### config.mk
export PLATFORM = sky130hd
export DESIGN_NAME = bram_port_arbiter
export DESIGN_NICKNAME = d
export VERILOG_FILES = /design/src/rtl/bram_arb_pkg.sv /design/src/rtl/rr_pick_onehot.sv /design/src/rtl/bram_port_arbiter.sv
export SDC_FILE = /design/constraint.sdc
export NUM_CORES = 1
export LEC_CHECK = 0
export CAP_MARGIN = 10
export CELL_PAD_IN_SITES_DETAIL_PLACEMENT = 2
export CELL_PAD_IN_SITES_GLOBAL_PLACEMENT = 2
export CORE_AREA = 10 10 184 186
export CTS_CLUSTER_DIAMETER = 200
export DETAILED_ROUTE_END_ITERATION = 12
export DIE_AREA = 0 0 194 196
export DONT_BUFFER_PORTS = 1
export PLACE_DENSITY_LB_ADDON = 0.1
export SYNTH_ARGS = -nofsm -noshare
export SYNTH_HDL_FRONTEND = slang
export SYNTH_SLANG_ARGS = --single-unit
### constraint.sdc
create_clock -name clk_i -period 7.44 [get_ports clk_i]
set_input_delay 1.488 -clock clk_i [delete_from_list [all_inputs] [get_ports clk_i]]
set_output_delay 1.488 -clock clk_i [all_outputs]
set_load 0.01 [all_outputs]
### src/rtl/bram_arb_pkg.sv
`default_nettype none
// ============================================================================
// Module      : bram_arb_pkg
// Description : Shared types and helpers for the BRAM port arbiter and other
//               crossbar ports that need a cyclic one-hot picker.
// Revision    : 1.0 - initial release
// ============================================================================
package bram_arb_pkg;

    // Widest requester index supported (NUM_REQ up to 8).
    localparam int ARB_IDX_W   = 3;
    localparam int ARB_MAX_REQ = 8;

    typedef enum logic [0:0] {
        UNLOCKED = 1'b0,
        LOCKED   = 1'b1
    } arb_state_e;

    // One stage of the response pipe: did a grant happen, and to whom.
    typedef struct packed {
        logic                 valid;
        logic [ARB_IDX_W-1:0] idx;
    } rsp_entry_t;

    // Cyclic priority pick over the low n bits of req, starting at ptr.
    function automatic logic [ARB_MAX_REQ-1:0] rr_pick(
        input logic [ARB_MAX_REQ-1:0] req,
        input logic [ARB_IDX_W-1:0]   ptr,
        input int unsigned            n
    );
        logic [ARB_MAX_REQ-1:0] gnt;
        logic                   found;
        int unsigned            k;
        gnt   = '0;
        found = 1'b0;
        for (int unsigned i = 0; i < ARB_MAX_REQ; i++) begin
            if (i < n) begin
                k = (32'(ptr) + i) % n;
                if (!found && req[k[ARB_IDX_W-1:0]]) begin
                    gnt[k[ARB_IDX_W-1:0]] = 1'b1;
                    found                 = 1'b1;
                end
            end
        end
        return gnt;
    endfunction

endpackage
`default_nettype wire

### src/rtl/rr_pick_onehot.sv
`default_nettype none
// ============================================================================
// Module      : rr_pick_onehot
// Description : Combinational cyclic priority picker. Grants the first set
//               request at or after ptr_i, wrapping at N.
// Revision    : 1.0 - initial release
// ============================================================================
module rr_pick_onehot #(
    parameter int N     = 3,
    parameter int IDX_W = $clog2(N)
) (
    input  logic [N-1:0]     req_i,
    input  logic [IDX_W-1:0] ptr_i,
    output logic [N-1:0]     gnt_o
);

    int               w_k;
    logic [IDX_W-1:0] w_k_idx;
    logic             w_found;

    // Walk the requesters in cyclic order from ptr_i and keep the first hit.
    always_comb begin
        gnt_o   = '0;
        w_found = 1'b0;
        w_k     = 0;
        w_k_idx = '0;
        for (int i = 0; i < N; i++) begin
            w_k     = (int'(ptr_i) + i) % N;
            w_k_idx = IDX_W'(w_k);
            if (!w_found && req_i[w_k_idx]) begin
                gnt_o[w_k_idx] = 1'b1;
                w_found        = 1'b1;
            end
        end
    end

endmodule
`default_nettype wire

### src/rtl/bram_port_arbiter.sv
`default_nettype none
// ============================================================================
// Module      : bram_port_arbiter
// Description : Round-robin arbiter sharing one single-ported BRAM between
//               NUM_REQ requesters, with bounded lock and fixed-latency
//               rvalid return.
// Revision    : 1.0 - initial release
// ============================================================================
module bram_port_arbiter
    import bram_arb_pkg::*;
#(
    parameter int NUM_REQ      = 3,
    parameter int ADDR_WIDTH   = 16,
    parameter int DATA_WIDTH   = 64,
    parameter int READ_LATENCY = 1,
    parameter int MAX_LOCK     = 16
) (
    input  logic                               clk_i,
    input  logic                               rst_i,
    input  logic [NUM_REQ-1:0]                 req_i,
    input  logic [NUM_REQ-1:0]                 lock_i,
    input  logic [NUM_REQ*(DATA_WIDTH/8)-1:0]  we_i,
    input  logic [NUM_REQ*ADDR_WIDTH-1:0]      addr_i,
    input  logic [NUM_REQ*DATA_WIDTH-1:0]      wdata_i,
    output logic [NUM_REQ-1:0]                 gnt_o,
    output logic [NUM_REQ-1:0]                 rvalid_o,
    output logic [DATA_WIDTH-1:0]              rdata_o,
    output logic                               bram_en_o,
    output logic [DATA_WIDTH/8-1:0]            bram_we_o,
    output logic [ADDR_WIDTH-1:0]              bram_addr_o,
    output logic [DATA_WIDTH-1:0]              bram_wdata_o,
    input  logic [DATA_WIDTH-1:0]              bram_rdata_i
);

    localparam int STRB_W = DATA_WIDTH / 8;
    localparam int IDX_W  = $clog2(NUM_REQ);
    localparam int CNT_W  = $clog2(MAX_LOCK + 1);

    localparam logic [0:0] ST_UNLOCKED = UNLOCKED;
    localparam logic [0:0] ST_LOCKED   = LOCKED;

    logic [0:0]       state_q, state_d;
    logic [IDX_W-1:0] ptr_q, ptr_d;
    logic [IDX_W-1:0] owner_q, owner_d;
    logic [CNT_W-1:0] cnt_q, cnt_d;
    rsp_entry_t       pipe_q [READ_LATENCY];

    logic [NUM_REQ-1:0] w_rr_gnt;
    logic [NUM_REQ-1:0] w_gnt;
    logic [IDX_W-1:0]   w_gnt_idx;
    logic               w_gnt_any;
    logic               w_owner_beat;

    rr_pick_onehot #(
        .N     (NUM_REQ),
        .IDX_W (IDX_W)
    ) u_pick (
        .req_i (req_i),
        .ptr_i (ptr_q),
        .gnt_o (w_rr_gnt)
    );

    // Grant: locked owner wins while it requests, otherwise round-robin.
    // Held at zero during reset so nothing reaches the BRAM.
    always_comb begin
        w_owner_beat = (state_q == ST_LOCKED) && req_i[owner_q];
        w_gnt        = '0;
        if (!rst_i) begin
            if (w_owner_beat) begin
                w_gnt[owner_q] = 1'b1;
            end else begin
                w_gnt = w_rr_gnt;
            end
        end
        w_gnt_idx = '0;
        for (int i = 0; i < NUM_REQ; i++) begin
            if (w_gnt[i]) begin
                w_gnt_idx = IDX_W'(i);
            end
        end
        w_gnt_any = |w_gnt;
    end

    // Next arbitration state: pointer advance, lock entry, lock exit.
    always_comb begin
        state_d = state_q;
        ptr_d   = ptr_q;
        owner_d = owner_q;
        cnt_d   = cnt_q;
        if (w_gnt_any) begin
            ptr_d = (w_gnt_idx == IDX_W'(NUM_REQ - 1)) ? '0 : w_gnt_idx + IDX_W'(1);
        end
        if (w_owner_beat) begin
            // The beat that brings the count to MAX_LOCK is the last one;
            // a lock request on that beat is dropped.
            cnt_d = cnt_q + CNT_W'(1);
            if (!lock_i[owner_q] || (cnt_q == CNT_W'(MAX_LOCK - 1))) begin
                state_d = ST_UNLOCKED;
                cnt_d   = '0;
            end
        end else begin
            // Idle owner cycles fall back to plain round-robin, which may
            // start a fresh lock for whoever gets this grant.
            state_d = ST_UNLOCKED;
            cnt_d   = '0;
            if (w_gnt_any && lock_i[w_gnt_idx] && (MAX_LOCK > 1)) begin
                state_d = ST_LOCKED;
                owner_d = w_gnt_idx;
                cnt_d   = CNT_W'(1);
            end
        end
    end

    // Arbitration state registers.
    always_ff @(posedge clk_i or posedge rst_i) begin
        if (rst_i) begin
            state_q <= ST_UNLOCKED;
            ptr_q   <= '0;
            owner_q <= '0;
            cnt_q   <= '0;
        end else begin
            state_q <= state_d;
            ptr_q   <= ptr_d;
            owner_q <= owner_d;
            cnt_q   <= cnt_d;
        end
    end

    // Response pipe tracks who was granted, READ_LATENCY cycles deep.
    always_ff @(posedge clk_i or posedge rst_i) begin
        if (rst_i) begin
            for (int i = 0; i < READ_LATENCY; i++) begin
                pipe_q[i] <= '0;
            end
        end else begin
            pipe_q[0] <= '{valid: w_gnt_any, idx: ARB_IDX_W'(w_gnt_idx)};
            for (int i = 1; i < READ_LATENCY; i++) begin
                pipe_q[i] <= pipe_q[i-1];
            end
        end
    end

    // Decode the pipe tail into a one-hot response valid.
    always_comb begin
        rvalid_o = '0;
        for (int i = 0; i < NUM_REQ; i++) begin
            rvalid_o[i] = pipe_q[READ_LATENCY-1].valid &&
                          (pipe_q[READ_LATENCY-1].idx == ARB_IDX_W'(i));
        end
    end

    // Steer the granted requester's fields onto the BRAM port.
    always_comb begin
        bram_we_o    = '0;
        bram_addr_o  = '0;
        bram_wdata_o = '0;
        for (int i = 0; i < NUM_REQ; i++) begin
            if (w_gnt[i]) begin
                bram_we_o    = we_i[i*STRB_W +: STRB_W];
                bram_addr_o  = addr_i[i*ADDR_WIDTH +: ADDR_WIDTH];
                bram_wdata_o = wdata_i[i*DATA_WIDTH +: DATA_WIDTH];
            end
        end
    end

    assign gnt_o     = w_gnt;
    assign bram_en_o = w_gnt_any;
    assign rdata_o   = bram_rdata_i;

endmodule
`default_nettype wire

==> metrics.txt, run 1 <==
worst hold slack=approximately 0.49 ns; Seq/Total Area, Yosys=0.0948; # setup viols final=0; Worst-Skew Late Latency=between 0.2 and 0.25 ns; max cap viols=0; vias=approximately 3,900; Post-synth ARST share=1.00; Mapped Cells=584; IO Port Bufs=0; Site Rows=64; Post-CTS Setup Inserts=0; Final #Nets=817; Detailed Route WL=approximately 22,000 µm; RSZ-0062 raised after global routing=false; syn_area_per_cell=approximately 5.9 µm²; Final Cycle Share=0.748; vias in the first global route=4,473; IO Pins=495; htree depth=1; top sig layer=met4; die width=just under 200 µm; Num CTS Buffers=3; area delta synth->final=-3.65%; Die Area=~38,000 µm²; Initial Util=0.113; Worst setup SP type=primary input; Final Hold Fails=0; Setup WS pre-CTS=roughly 1.8 ns; routed vias/inst=4.52; GRT Util Overall=0.103; antenna cells=0; Synth Flop Type=dfrtp_1; Die Ht=196 µm; Unique masters post-synth=47; worst-path maximum fanout=between 50 and 60; CTS tree=yes; largest net degree at the start of global routing=93; Mapped Nets=926; met3 WL post-DR=around 2000 µm; met2 wire len=around 12,000 µm; Fillers=~3,700; fmax=0.180 GHz; routed wire length per instance=24.9 µm; Seq cells post-synth=13; GPL Wtd Cong=0.719; drt drc=0; clk buf depth=2; most frequent cell after synthesis=a21oi_1; post-synth top area share=0.257; GR Overflow Total=0; Crit. End Element=primary output; router iterations before antenna repair=5; cell taking the most area after synthesis=a21oi_1; Root Driver=clkbuf_16; Cell Pwr Density=512 nW/µm²; worst hold path type=register to register; Worst slew margin=0.304; DP Cell Count=866; Worst Setup Slack, final=between 1.5 and 2 ns; Clock Skews=0.000527 ns; outcome=completed; standby leakage power=1.05 nW; crit path time final=roughly 5.6 ns; synth top area cells=a21oi_1 26%, buf_4 14%, nand3_1 13%, nor2_1 11%, dfrtp_1 9.5%; Final Core Density=0.109; Final HPWL DP=17,800 µm; # clock sinks=13; clock slew at reported path FFs=0.04 ns; overall power=1.69 mW; core region area=30,300 µm²; cell area after layout=3310 µm²; worst vdd ir=approximately 0.13 mV; first-pass GRT wire length=31,000 µm; CTS-repair resized insts=0; DR iter-0 viols=209; Required @ worst endpoint=5.95 ns; antenna violations before repair=0; share of cells above drive strength 1=0.0401; Synth Cell Area=3430 µm²; Slew Viols, Final=0; WL met1=7700 µm; Placed Area=roughly 3200 µm²; CP arrival=just over 4 ns; top post-synthesis cells by count=176 x a21oi_1, 99 x nor2_1, 90 x nand3_1; Least-Margin Pin Slew=1.04 ns; Setup CP Type=primary input to primary output; Synthesis Warnings=0; setup TNS=0 ns; EDFF count, synth=0; post-route ant nets=0; Finished Layout Cells=870; # hold bufs at CTS=0
[report_power, final]
| part | switching (mW) | total (mW) | leakage, nW | internal, mW |
|---|---|---|---|---|
| Sequential | 0.0272 | 0.122 | 0.170 | 0.0944 |
| Combinational | 1.07 | 1.47 | 0.846 | 0.395 |
| Clock | 0.0273 | 0.0994 | 0.0382 | 0.0721 |
| Total | 1.13 | 1.69 | 1.05 | 0.562 |
[final timing paths]
path | startpoint | to | slack (ns) | cells after the start
setup / recovery | req_i[2] | bram_we_o[7] | 1.88 | 8
max in group asynchronous | rst_i | cnt_q[0] | 5.91 | 1
hold / removal | cnt_q[0] | cnt_q[0] | 0.49 | 1
min in group asynchronous | rst_i | owner_q[0] | 1.18 | 1
setup reg to reg | ptr_q[0] | owner_q[0] | 3.86 | 10
hold reg to reg | cnt_q[0] | cnt_q[0] | 0.49 | 1
[sequential cells by signal, indices dropped and copies added, names as in the netlist]
signal / cells
cnt_q: 5
pipe_q: 3
owner_q: 2
ptr_q: 2
state_q: 1
[worst max-delay path, stage by stage]
cell and delay, ns:
and4b_1 0.15, o21ba_2 0.33, o21ai_0 0.21, o21ai_4 0.19
clkinv_2 0.69, buf_4 0.56, a21oi_1 0.23, a21oi_1 0.14
[layout by cell type (no fill, tap or decap), types with 3 or more instances in the layout]
cell,synthesis,final
clkbuf_16,0,3
nand3_1,90,90
o21ai_0,7,7
nor2b_1,3,3
nor3_1,3,3
o211ai_1,4,4
nand2_1,7,7
or3_1,4,4
buf_4,65,6
dfrtp_1,13,13
nor2_1,99,99
inv_1,11,10
ha_1,6,6
mux2i_1,4,4
a21oi_1,176,176
[cells by family after synthesis]
group | count (synthesis) | share of synthesized area
simple gates | 218 | 0.292
flops | 13 | 0.0948
compound gates | 207 | 0.325
buf+inv | 133 | 0.247
mux | 5 | 0.0150
xor+xnor | 2 | 0.00511
fa+ha+maj | 6 | 0.0219
[final cells by class]
type	instances	area (µm²)	share of cell area
Inverter	12	47.5	0.0144
Timing Repair Buffer	7	65.1	0.0197
Tap cell	396	495	0.150
Clock buffer	4	78.8	0.0238
Multi-Input combinational cell	438	2290	0.694
Sequential cell	13	325	0.0984
[per-layer routing]
metal  global-route usage  vias up
li1                     -     1750
met1                0.106     1923
met2                0.195      230
met3               0.0394       26
met4               0.0160        0
met5                    0        -
Note: power is estimated with default switching activity, not from simulation.
==> run 2: changes to the inputs <==
Settings changed: CORE_AREA 10 10 184 186 to 10 10 185 187, DIE_AREA 0 0 194 196 to 0 0 195 197.
Clock period 7.44 ns to 5.45 ns, I/O delays scaled along.
==> run 2 against run 1 <==
Critical path depth grew 2; global-route usage shrank 0.15 points; first-iteration DRC count shrank 46%; sequential share of layout area shrank 0.081 points; wire length grew 0.30%; largest cell class unchanged.
==> metrics.txt, run 2 (synthesized netlist as in run 1, its figures left out) <==
Worst-Skew Late Latency=0.24 ns; first-pass GRT wire length=30,600 µm; crit path max-delay cell type=or4b_1; Detailed Route WL=21,800 µm; crit path time final=4.76 ns; overall power=between 2 and 2.5 mW; CP peak stage delay=approximately 0.57 ns; die width=just under 200 µm; Root Driver=clkbuf_16; share of cells above drive strength 1=0.0441; Final Cycle Share=0.874; CTS-repair resized insts=0; worst hold path type=register to register; worst-path maximum fanout=between 50 and 60; Critical Path Most Common Cell=a21oi_1; worst vdd ir=0.284 mV; IO Pins=495; Final Hold Fails=0; Slew Viols, Final=0; Crit. End Element=primary output; drt drc=0; GRT Util Overall=0.101; Num CTS Buffers=3; antenna violations before repair=0; routed wire length per instance=between 20 and 25 µm; router iterations before antenna repair=4; # hold bufs at CTS=0; GRT Max-Usage Layer=met2; outcome=completed; GR Overflow Total=0; antenna cells=0; vias=3,878; met2 usage=0.194; Clock Skews=roughly 0.0046 ns; footprint of the multi-input gates=2290 µm²; # clock sinks=13; DR iter-0 viols=113; Least-Margin Pin Slew=0.610 ns; vias in the first global route=4,372; setup TNS=0 ns; CP Cell Sequence=inv_1, ha_1, or4b_1, o32ai_2, o21ai_1, a211o_4, clkinv_2, buf_4, a21oi_1, a21oi_1; RSZ-0062 raised after global routing=false; Die Ht=197 µm; max cap viols=0; area delta synth->final=-2.84%; GPL Wtd Cong=0.730; Worst setup SP type=register; most common cell after layout, fill and taps aside=a21oi_1; Setup CP Type=register to primary output; Worst slew margin=0.593; core region area=roughly 30,000 µm²; Final HPWL DP=roughly 18,000 µm; Fillers=3,711; Die Area=just under 40,000 µm²; Final #Nets=819; commonest cells after routing, fill and taps aside=176 x a21oi_1, 99 x nor2_1, 90 x nand3_1; Biggest register=cnt_q; met3 usage=0.0385; Required @ worst endpoint=4.36 ns; # setup viols final=0; post-route ant nets=0; Post-CTS Setup Inserts=0; CP arrival=roughly 3.7 ns; clk buf depth=2; fmax=0.210 GHz; Site Rows=64; worst hold slack=around 0.47 ns; routed vias/inst=about 4.4; Initial Util=0.113; M1 GR Usage=0.100; clock slew at reported path FFs=0.05 ns; biggest regs=cnt_q: 5 flops, pipe_q: 3 flops; standby leakage power=1.07 nW; Reg area=325 µm²; CTS tree=yes; cell area after layout=between 3000 and 4000 µm²; Placed Area=roughly 3300 µm²; max reg flops=5; IO Port Bufs=0; htree depth=1; Cell Pwr Density=692 nW/µm²; largest net degree at the start of global routing=94
-- run 2: cell count changes in the layout (fill, tap and decap cells not counted), sizes merged --
cell  previous run  this run
buf              7         9
-- run 2: layout make-up --
cell class,instances,share of cell area
timing repair buffer,9,0.0278
clock buffer,4,0.0236
multi-input combinational,438,0.688
sequential,13,0.0976
tap,396,0.149
inverter,12,0.0143
-- run 2: worst paths after layout --
check / cells after the start / end / slack [ns] / from
hold reg to reg: 1 / cnt_q[0] / 0.47 / cnt_q[0]
max in group asynchronous: 1 / cnt_q[4] / 4.29 / rst_i
min in group asynchronous: 1 / owner_q[0] / 0.79 / rst_i
setup reg to reg: 10 / owner_q[0] / 2.00 / ptr_q[0]
setup / recovery: 10 / bram_wdata_o[23] / 0.69 / ptr_q[0]
hold / removal: 1 / cnt_q[0] / 0.47 / cnt_q[0]
-- run 2: routing by layer --
layer	vias up	part of all wire
li1	1754	-
met1	1865	0.35
met2	223	0.54
met3	36	0.088
met4	0	0.021
met5	-	0
-- run 2: report_power, final --
| group | switching (mW) | internal (mW) | total (mW) | leakage, nW |
|---|---|---|---|---|
| sequential | 0.0348 | 0.129 | 0.164 | 0.170 |
| combinational | 1.44 | 0.559 | 2.00 | 0.860 |
| clock | 0.0406 | 0.0987 | 0.139 | 0.0382 |
-- run 2: stage by stage --
stage / worst slack [ns] / utilization / instances
6_report: 0.688 / 0.110 / 872
5_1_grt: 0.340 / 0.110 / 872
4_1_cts: 0.573 / 0.110 / 872
3_5_place_dp: 0.694 / 0.107 / 868
3_3_place_gp: 0.736 / 0.107 / 868
2_1_floorplan: 1.47 / - / 584
-- run 2: critical path, delay by kind of cell (launching register included) --
kind / cells / cell delay (ns)
AOI/OAI and AO/OA: 5 / 1.30
buffers and inverters: 3 / 0.66
adders and majority gates: 1 / 0.42
and+or+nand+nor: 1 / 0.57
DFF: 1 / 0.39
